===== src/rtl/ps_pkg.sv =====
// Shared definitions for the nested-loop program sequencer: loop opcode,
// loop-stack entry layout and the pm_addr source-select encoding.
// The entry struct is sized for the default address/count widths; builds
// that widen ADDR_W or CNT_W must widen PS_ADDR_W / PS_CNT_W to match.
package ps_pkg;

    localparam int unsigned PS_ADDR_W      = 8;
    localparam int unsigned PS_CNT_W       = 4;
    localparam logic [3:0]  PS_LOOP_OPCODE = 4'd3;

    // One hardware-loop frame: first body address, last body address, remaining repeats
    typedef struct packed {
        logic [PS_ADDR_W-1:0] start_addr;
        logic [PS_ADDR_W-1:0] end_addr;
        logic [PS_CNT_W-1:0]  count;
    } loop_entry_t;

    // pm_addr source, listed from highest to lowest priority
    typedef enum logic [2:0] {
        SEL_RESET  = 3'd0,
        SEL_BRK    = 3'd1,
        SEL_REPEAT = 3'd2,
        SEL_EXIT   = 3'd3,
        SEL_JMP    = 3'd4,
        SEL_JNZ    = 3'd5,
        SEL_SEQ    = 3'd6
    } pm_sel_e;

endpackage


===== src/rtl/ps_loop_stack.sv =====
// LIFO of loop frames with push, pop and decrement-top; exposes the top
// frame (all zeros when empty), full/empty flags and the occupancy level.
module ps_loop_stack
    import ps_pkg::*;
#(
    parameter int unsigned DEPTH = 4,
    parameter int unsigned LVL_W = $clog2(DEPTH + 1)
) (
    input  logic             clk,
    input  logic             reset_n,
    input  logic             push,
    input  loop_entry_t      push_entry,
    input  logic             pop,
    input  logic             dec_top,
    output loop_entry_t      top,
    output logic             full,
    output logic             empty,
    output logic [LVL_W-1:0] level
);

    localparam int unsigned IDX_W     = (DEPTH > 1) ? $clog2(DEPTH) : 1;
    localparam int unsigned NUM_SLOTS = 1 << IDX_W;

    loop_entry_t      mem [NUM_SLOTS];
    logic [IDX_W-1:0] wr_idx;
    logic [IDX_W-1:0] top_idx;

    // Slot addressing and status derived from the occupancy count
    always_comb begin
        wr_idx  = IDX_W'(level);
        top_idx = IDX_W'(level - LVL_W'(1));
        full    = (level == LVL_W'(DEPTH));
        empty   = (level == '0);
        top     = empty ? '0 : mem[top_idx];
    end

    // Stack storage and level; callers never request two operations at once
    always_ff @(posedge clk or negedge reset_n) begin
        if (!reset_n) begin
            level <= '0;
            for (int i = 0; i < int'(NUM_SLOTS); i++) begin
                mem[i] <= '0;
            end
        end else begin
            if (push && !full) begin
                mem[wr_idx] <= push_entry;
                level       <= level + LVL_W'(1);
            end else if (pop && !empty) begin
                level <= level - LVL_W'(1);
            end else if (dec_top && !empty) begin
                mem[top_idx].count <= mem[top_idx].count - PS_CNT_W'(1);
            end
        end
    end

endmodule


===== src/rtl/program_sequencer_nested.sv =====
// Program sequencer with a nested hardware-loop stack. Drives pm_addr
// combinationally, registers pc, and reports the active loop count.
// Optional macro PS_LOOP_BREAK_EN adds the brk input (exit innermost loop).
module program_sequencer_nested
    import ps_pkg::*;
#(
    parameter int unsigned ADDR_W      = PS_ADDR_W,
    parameter int unsigned JMP_W       = 4,
    parameter int unsigned CNT_W       = PS_CNT_W,
    parameter int unsigned LOOP_DEPTH  = 4,
    parameter logic [3:0]  LOOP_OPCODE = PS_LOOP_OPCODE
) (
    input  logic                             clk,
    input  logic                             reset_n,
    input  logic                             jmp,
    input  logic                             jmp_nz,
    input  logic                             dont_jmp,
    input  logic [JMP_W-1:0]                 jmp_addr,
    input  logic [7:0]                       ir,
    input  logic [CNT_W-1:0]                 data_bus,
`ifdef PS_LOOP_BREAK_EN
    input  logic                             brk,
`endif
    output logic [ADDR_W-1:0]                pm_addr,
    output logic [ADDR_W-1:0]                pc,
    output logic [7:0]                       from_PS,
    output logic [$clog2(LOOP_DEPTH+1)-1:0]  loop_level,
    output logic                             loop_err
);

    localparam int unsigned LVL_W = $clog2(LOOP_DEPTH + 1);

    loop_entry_t        top;
    loop_entry_t        push_entry;
    logic               full;
    logic               empty;
    logic [LVL_W-1:0]   level;

    logic               is_loop;
    logic               at_end;
    logic               cnt_zero;
    logic               brk_take;
    logic               push_req;
    logic               push;
    logic               pop;
    logic               dec_top;
    logic               err_set;
    logic [ADDR_W-1:0]  pc_inc;
    logic [ADDR_W-1:0]  top_end;
    logic [ADDR_W-1:0]  jmp_tgt;
    pm_sel_e            sel;

`ifdef PS_LOOP_BREAK_EN
    // Break only acts on a live loop; with an empty stack it is ignored
    assign brk_take = brk && !empty;
`else
    assign brk_take = 1'b0;
`endif

    // Decode loop-end condition and stack control for this cycle
    always_comb begin
        is_loop  = (ir[7:4] == LOOP_OPCODE);
        pc_inc   = pc + ADDR_W'(1);
        top_end  = ADDR_W'(top.end_addr);
        jmp_tgt  = {jmp_addr, {(ADDR_W - JMP_W){1'b0}}};
        at_end   = !empty && (pc == top_end);
        cnt_zero = (top.count == '0);

        push_req = is_loop && !at_end && !brk_take;
        push     = push_req && !full;
        pop      = brk_take || (at_end && cnt_zero);
        dec_top  = at_end && !cnt_zero && !brk_take;
        err_set  = (is_loop && at_end) || (push_req && full);

        push_entry            = '0;
        push_entry.start_addr = PS_ADDR_W'(pc_inc);
        push_entry.end_addr   = PS_ADDR_W'(pc_inc + ADDR_W'(ir[3:0]));
        push_entry.count      = PS_CNT_W'(data_bus);
    end

    // Prioritised source select for the next program-memory address
    always_comb begin
        sel = SEL_SEQ;
        if (!reset_n) begin
            sel = SEL_RESET;
        end else if (brk_take) begin
            sel = SEL_BRK;
        end else if (at_end && !cnt_zero) begin
            sel = SEL_REPEAT;
        end else if (at_end) begin
            sel = SEL_EXIT;
        end else if (jmp) begin
            sel = SEL_JMP;
        end else if (jmp_nz && !dont_jmp) begin
            sel = SEL_JNZ;
        end
    end

    // Next-address mux
    always_comb begin
        pm_addr = pc_inc;
        case (sel)
            SEL_RESET:  pm_addr = '0;
            SEL_BRK:    pm_addr = top_end + ADDR_W'(1);
            SEL_REPEAT: pm_addr = ADDR_W'(top.start_addr);
            SEL_EXIT:   pm_addr = pc_inc;
            SEL_JMP:    pm_addr = jmp_tgt;
            SEL_JNZ:    pm_addr = jmp_tgt;
            default:    pm_addr = pc_inc;
        endcase
    end

    // Active count exported to the data path
    always_comb begin
        from_PS    = 8'(top.count);
        loop_level = level;
    end

    // Program counter follows the selected address
    always_ff @(posedge clk or negedge reset_n) begin
        if (!reset_n) begin
            pc <= '0;
        end else begin
            pc <= pm_addr;
        end
    end

    // Sticky loop error: overflow or loop instruction on an end address
    always_ff @(posedge clk or negedge reset_n) begin
        if (!reset_n) begin
            loop_err <= 1'b0;
        end else if (err_set) begin
            loop_err <= 1'b1;
        end
    end

    ps_loop_stack #(
        .DEPTH (LOOP_DEPTH),
        .LVL_W (LVL_W)
    ) u_stack (
        .clk        (clk),
        .reset_n    (reset_n),
        .push       (push),
        .push_entry (push_entry),
        .pop        (pop),
        .dec_top    (dec_top),
        .top        (top),
        .full       (full),
        .empty      (empty),
        .level      (level)
    );

endmodule

===== config.mk =====
export PLATFORM = sky130hd
export DESIGN_NAME = program_sequencer_nested
export DESIGN_NICKNAME = d
export VERILOG_FILES = /design/src/rtl/ps_pkg.sv /design/src/rtl/ps_loop_stack.sv /design/src/rtl/program_sequencer_nested.sv
export SDC_FILE = /design/constraint.sdc
export NUM_CORES = 1
export LEC_CHECK = 0
export ABC_AREA = 1
export ABC_CLOCK_PERIOD_IN_PS = 6690
export CAP_MARGIN = 25
export CORE_ASPECT_RATIO = 1.5
export CORE_MARGIN = 3
export CORE_UTILIZATION = 65
export DETAILED_ROUTE_END_ITERATION = 16
export DONT_BUFFER_PORTS = 1
export PLACE_DENSITY = 0.81
export RECOVER_POWER = 25
export SLEW_MARGIN = 5
export SYNTH_ARGS = -nofsm -noshare
export SYNTH_HDL_FRONTEND = slang
export SYNTH_SLANG_ARGS = --single-unit

===== constraint.sdc =====
create_clock -name clk -period 6.69 [get_ports clk]
set_input_delay 1.338 -clock clk [delete_from_list [all_inputs] [get_ports clk]]
set_output_delay 1.338 -clock clk [all_outputs]
set_load 0.05 [all_outputs]

# Word-level counts from Yosys, hierarchy flattened
# Cells that the tools add are included.
[word_totals] out_inout_bits=28 input_bits=21 elab_cells=82 register_bits=92
[op_classes] add_sub_neg=6 n_lt_le_gt_ge=4 muxes=21 eq_ne=8 reduce_logical=26 bitwise_logic=2
[ops] cell="2-to-1 mux 80 bit" count=3
[ops] cell="bitwise mux 80 bit" count=2
[ops] cell="demux 20 bit (select 2 bit)" count=2
[ops] cell="2-to-1 mux 20 bit" count=4
[ops] cell="binary-select mux 20 bit (select 2 bit)" count=1
[ops] cell="one-hot mux 8 bit (4 select lines)" count=1
[ops] cell="adder 8 x 1 -> 8 bit, second input constant" count=2
[ops] cell="2-to-1 mux 3 bit" count=5
[ops] cell="logical AND 1 bit" count=13
[ops] cell="equality test 3 bit, second input constant" count=3
[ops] cell="adder 8 x 4 -> 8 bit" count=1
[ops] cell="equality test 8 bit" count=1
[ops] cell="greater-or-equal comparator 3 bit, second input constant" count=2
[ops] cell="zero test 3 bit" count=2
[ops] cell="< comparator 3 x 1 -> 1 bit, second input constant" count=2
[ops] cell="inverter 2 -> 3 bit" count=2
[ops] cell="zero test 1 bit" count=5
[ops] cell="equality test 4 x 2 -> 1 bit, second input constant" count=1
[ops] cell="zero test 4 bit" count=1
[ops] cell="2-to-1 mux 2 bit" count=2
[ops] cell="2-to-1 mux 4 bit" count=1
[ops] cell="nonzero test 2 bit" count=2
[ops] cell="subtractor 4 x 1 -> 4 bit, second input constant" count=1
[ops] cell="adder 3 x 1 -> 3 bit, second input constant" count=1
[ops] cell="other kinds (7)" count=7

# Depth between registers and ports, before layout
[logic_depth] ltp_word=14 ltp_mapped=21 mapped_depth_nobuf=17

# Modules after synthesis
# From an unflattened synthesis, not the netlist that was laid out.
[hier_totals] cells_unflattened=711 hier_area_um2=5346.4
[by_module_without_submodules] mod="ps_loop_stack" area_each_um2=4195.3 seq_area_each_um2=2077.0 n_inst=1 cells_per_inst=535
[by_module_without_submodules] mod="program_sequencer_nested" area_each_um2=1151.1 seq_area_each_um2=225.2 n_inst=1 cells_per_inst=176

# Worst setup path after synthesis
# OpenSTA, ideal clock, no wires.
[synth_path] path_type="register to output" startpoint="reg u_stack.level[0]" endpoint="out pm_addr[0]" path_slack_ns=1.012 arrival_time_ns=4.340 stages_incl_launch_ff=19 required_time_ns=5.352 path_buffers=5 cell_sequence="dfrtp_1 > inv_2 > buf_6 > clkbuf_1 > clkbuf_1 > ha_1 > inv_1 > buf_2 > nand3_1 > nand2_1 > nand2_1 > nand2_1 > nand2_1 > nor2_1 > nand3_2 > buf_2 > o21ai_2 > nand3_1 > o21ai_0"
[synth_via] elab_chain_len=14
[synth_rtl] element="from (decl)" line="ps_loop_stack.sv:18" source="output logic [LVL_W-1:0] level"
[synth_rtl] element="from (signal assigned)" line="ps_loop_stack.sv:47" source="level <= level + LVL_W'(1);"
[synth_rtl] element="from (signal assigned)" line="ps_loop_stack.sv:49" source="level <= level - LVL_W'(1);"
[synth_rtl] element="subtractor 3 x 1 -> 3 bit *"
[synth_rtl] element="named net u_stack.top_idx[0]" line="ps_loop_stack.sv:26" source="logic [IDX_W-1:0] top_idx;"
[synth_rtl] element="inverter 2 -> 3 bit (not written as such) *" line="ps_loop_stack.sv:34" source="top = empty ? '0 : mem[top_idx];"
[synth_rtl] element="binary-select mux 20 bit (select 2 bit) *" line="ps_loop_stack.sv:34"
[synth_rtl] element="2-to-1 mux 20 bit * (2 in a row)"
[synth_rtl] element="2-to-1 mux 20 bit *" line="ps_loop_stack.sv:34"
[synth_rtl] element="equality test 8 bit or zero test 4 bit (tied branches)" line="program_sequencer_nested.sv:66, program_sequencer_nested.sv:67"
[synth_rtl] element="logical AND 1 bit or zero test 1 bit (tied branches)" line="program_sequencer_nested.sv:66, program_sequencer_nested.sv:88"
[synth_rtl] element="2-to-1 mux 3 bit or logical AND 1 bit (tied branches)" line="program_sequencer_nested.sv:90, program_sequencer_nested.sv:88"
[synth_rtl] element="2-to-1 mux 3 bit" line="program_sequencer_nested.sv:88" source="end else if (at_end && !cnt_zero) begin"
[synth_rtl] element="2-to-1 mux 3 bit" line="program_sequencer_nested.sv:84" source="if (!reset_n) begin"
[synth_rtl] element="equality test 3 bit" line="program_sequencer_nested.sv:102" source="case (sel)"
[synth_rtl] element="OR reduction 2 bit (no source line)"
[synth_rtl] element="one-hot mux 8 bit (4 select lines) *" line="program_sequencer_nested.sv:102"
[synth_rtl] element="to (decl)" line="program_sequencer_nested.sv:24" source="output logic [ADDR_W-1:0] pm_addr,"
# Mark *: on every way through the listed nets, which the timed path passes. The rest lies on a longest branch. The select of a mux whose other input is x is not followed.

# Final worst setup path
[layout_path] startpoint="reg u_stack.level[1]" endpoint="out pm_addr[2]"
[layout_via] elab_chain_len=14
[layout_rtl] element="subtractor 3 x 1 -> 3 bit"
[layout_rtl] element="inverter 2 -> 3 bit (not written as such)" line="ps_loop_stack.sv:34"
[layout_rtl] element="binary-select mux 20 bit (select 2 bit)" line="ps_loop_stack.sv:34"
[layout_rtl] element="2-to-1 mux 20 bit (2 in a row)"
[layout_rtl] element="2-to-1 mux 20 bit" line="ps_loop_stack.sv:34"
[layout_rtl] element="equality test 8 bit or zero test 4 bit (tied branches)" line="program_sequencer_nested.sv:66, program_sequencer_nested.sv:67"
[layout_rtl] element="logical AND 1 bit or zero test 1 bit (tied branches)" line="program_sequencer_nested.sv:66, program_sequencer_nested.sv:88"
[layout_rtl] element="2-to-1 mux 3 bit or logical AND 1 bit (tied branches)" line="program_sequencer_nested.sv:90, program_sequencer_nested.sv:88"
[layout_rtl] element="2-to-1 mux 3 bit" line="program_sequencer_nested.sv:88"
[layout_rtl] element="2-to-1 mux 3 bit" line="program_sequencer_nested.sv:84"
[layout_rtl] element="equality test 3 bit" line="program_sequencer_nested.sv:102"
[layout_rtl] element="OR reduction 2 bit (no source line)"
[layout_rtl] element="one-hot mux 8 bit (4 select lines) *" line="program_sequencer_nested.sv:102"
# Mark *: on every way between the ends. The rest lies on a longest branch, timed or not. The select of a mux whose other input is x is not followed.

==> results by group <==
Global routing
  • Total grt overflow: 0
  • Largest net degree at the start of global routing: 100
  • Antenna violations before repair: 0
  • GRT met1 Usage: 37.2%
  • Number of global-route vias before repair: 4,677
  • Met3 Use GR: 5.94%
  • Global-route wire length before repair: 22,300 µm
  • Met2 usage: 53.3%
  • Most Used Layer, Global Route: met2
  • Tot GR Track Use: 31.3%

Critical path
  • Critical path required time: 5.35 ns
  • Buf/Inv on CP: 3
  • CP Capture Type: primary output
  • Critical-path top delay cell: o21ai_1
  • CP most frequent cell: nand2_1
  • Critical Setup Path Class: reg -> out
  • Crit path max fanout: 22
  • Startpoint Class: flip-flop
  • Crit path DAT: 4.66 ns
  • CP cell instances: inv_1, ha_1, buf_4, inv_1, nand3_1, nand2_1, nand2_1, nand2_1, nand2_1, nor2_1, nand3_2, o21ai_2, nand3_1, o21ai_1
  • CP max stage delay: 0.84 ns
  • Largest delay contributor family on the critical path: simple AND/OR/NAND/NOR gates

STA
  • Maximum clock rate: 167 MHz
  • Fin crit share: 89.6%
  • Setup-failing EPs final: 0
  • Final Hold Viols: 0
  • Slew Limit Headroom: 32.9%
  • Worst-margin pin slew: 1.00 ns
  • Slew Viols, Final: 0
  • Setup TNS: 0 ns
  • Minimum clock period: 6.00 ns
  • RSZ-0062 raised after global routing: no
  • Worst-case clock skew: 0.00867 ns

Synth
  • Mapped Cells: 725
  • Largest cells by area after synthesis: dfrtp_1 (43%), nand2_1 (20%), nand3_1 (6.0%)
  • Synthesis Warnings: 0
  • Synth area leader: dfrtp_1
  • Synthesized area: 5300 µm²
  • Number of synthesized flops with an enable pin: 0
  • Synth top cells by count: nand2_1 (276), dfrtp_1 (92), inv_1 (63), nand3_1 (63), o21ai_0 (62)
  • Seq/Total Area, Yosys: 43.5%
  • Synth unique cells: 36
  • Synthesized flop and latch total: 92
  • Synth async-reset ratio: 100%
  • Synthesized area per cell: 7.31 µm²
  • Count leader, synth: nand2_1
  • Main synth FF type: dfrtp_1
  • Synth top area share: 43.5%

Die
  • Core Region: 7760 µm²
  • IO Pins: 49
  • Die X: 79.7 µm
  • Initial Utilization: 68.3%
  • Total die area: 9290 µm²
  • Row count: 39
  • Die height: 117 µm

Clock network
  • CTS Buffer Depth: 2
  • CTS tree: yes
  • Postcts setup bufs: 0
  • CTS H-tree depth: 3
  • Clock slew at reported path FFs: 0.07 ns
  • Clk_lat worst skew: 0.34 ns
  • Total CTS buffers: 9
  • CTS sink cnt: 92
  • # resized after CTS: 0
  • CTS Hold Bufs: 0
  • Root Buffer: clkbuf_16

Drt
  • DR DRC count: 0
  • DR WL/cell: 16.4 µm
  • ANT nets after route: 0
  • Initial DRC count: 404
  • Pre-antenna DRT Iters: 5
  • Via/cell ratio: 5.84
  • Via count: 4,770
  • Routed WL: 13,400 µm

Placement
  • Placed cells: 801
  • Post-DP HPWL: 9160 µm
  • Placer congestion estimate: 0.891
  • IO buf count: 0

Hold path
  • Worst min-delay path class: reg -> reg

Finish
  • Nets: 745
  • Final cell count without fillers: 817
  • Layout cells sized above 1: 5.17%
  • # diodes: 0
  • Area Overhead vs Synth: 4.98%

Power and ir drop
  • Lkg Pwr: 0.00291 µW
  • Peak supply drop: 0.330 mV
  • Post-layout power: 3050 µW
  • Power Density: 548 nW/µm²

Flow run
  • Maxcap violations: 0

Status
  • Status: complete, no violations
## power by group
group / leakage [µW] / internal, µW / switching [µW]
clock network: 0.000143 / 274 / 215
logic: 0.00153 / 469 / 1140
registers: 0.00124 / 740 / 207
total: 0.00291 / 1480 / 1560
## metrics by stage
stage               cell area, µm²  util [%]  worst slack, ns  hold WS (ns)
floorplan                     5310         -             1.01         0.442
global placement              5270      68.0             1.31         0.462
detailed placement            5270      68.0             1.13         0.466
CTS                           5560      71.7            0.717         0.481
global route                  5560      71.7            0.387         0.505
finish                        5560      71.7            0.695         0.478
## final timing paths
path	start	to	slack, ns	cells after the start
min in group asynchronous	reset_n	loop_err	0.69	0
hold / removal	u_stack.mem[60]	u_stack.mem[60]	0.48	2
max in group asynchronous	reset_n	u_stack.mem[62]	5.84	0
hold reg to reg	u_stack.mem[60]	u_stack.mem[60]	0.48	2
setup reg to reg	u_stack.level[1]	u_stack.mem[43]	2.11	17
setup / recovery	u_stack.level[1]	pm_addr[2]	0.69	14
## per-layer routing
metal | part of all wire [%] | wire length (µm)
met1 | 39 | 5230
met2 | 50 | 6670
met3 | 6.2 | 832
met4 | 4.8 | 643
met5 | 0 | 0
## kinds of logic (layout without fill, tap and decap cells)
kind of cell	count (synthesis)	count (layout)	share of synthesized area, %
AO/OA/AOI/OAI	101	101	10.3
XOR/XNOR	12	12	1.98
adder cells (fa/ha/maj)	14	14	3.45
buffers and inverters	102	89	8.69
flip-flops	92	92	43.5
other	1	4	0.0708
AND/OR/NAND/NOR	403	403	32.1
## worst reg2reg max path, delay by kind of cell (launching register included)
kind                     cells  cell delay (ns)
AND/OR/NAND/NOR             12             2.23
buffers and inverters        4             1.20
adder cells (fa/ha/maj)      1             0.31
flip-flops                   1             0.73
## flip-flops by register name, summed over array words and instances, names as in the netlist
register and flops:
u_stack.mem 80, pc 8, u_stack.level 3, loop_err 1
## placed cells by master (no fill, tap or decap), types with 6 or more instances in the layout
master / n
clkbuf_16: 9
ha_1: 13
nand3_1: 63
a21oi_1: 10
o21ai_1: 20
o21ai_0: 58
nand2_1: 276
dfrtp_1: 91
nor2_1: 32
buf_4: 6
inv_1: 63
nand4_1: 17
xor2_1: 9
## area by class of cell
| cell class | count | area [µm²] |
|---|---|---|
| flip-flops and latches | 92 | 2300 |
| fillers | 656 | 2200 |
| well taps | 102 | 128 |
| repair buffers | 6 | 45.0 |
| inverters | 67 | 251 |
| clock inverters | 4 | 31.3 |
| multi-input cells | 534 | 2550 |
| clock buffers | 12 | 256 |
No activity file was read; power rests on OpenSTA's default activity.
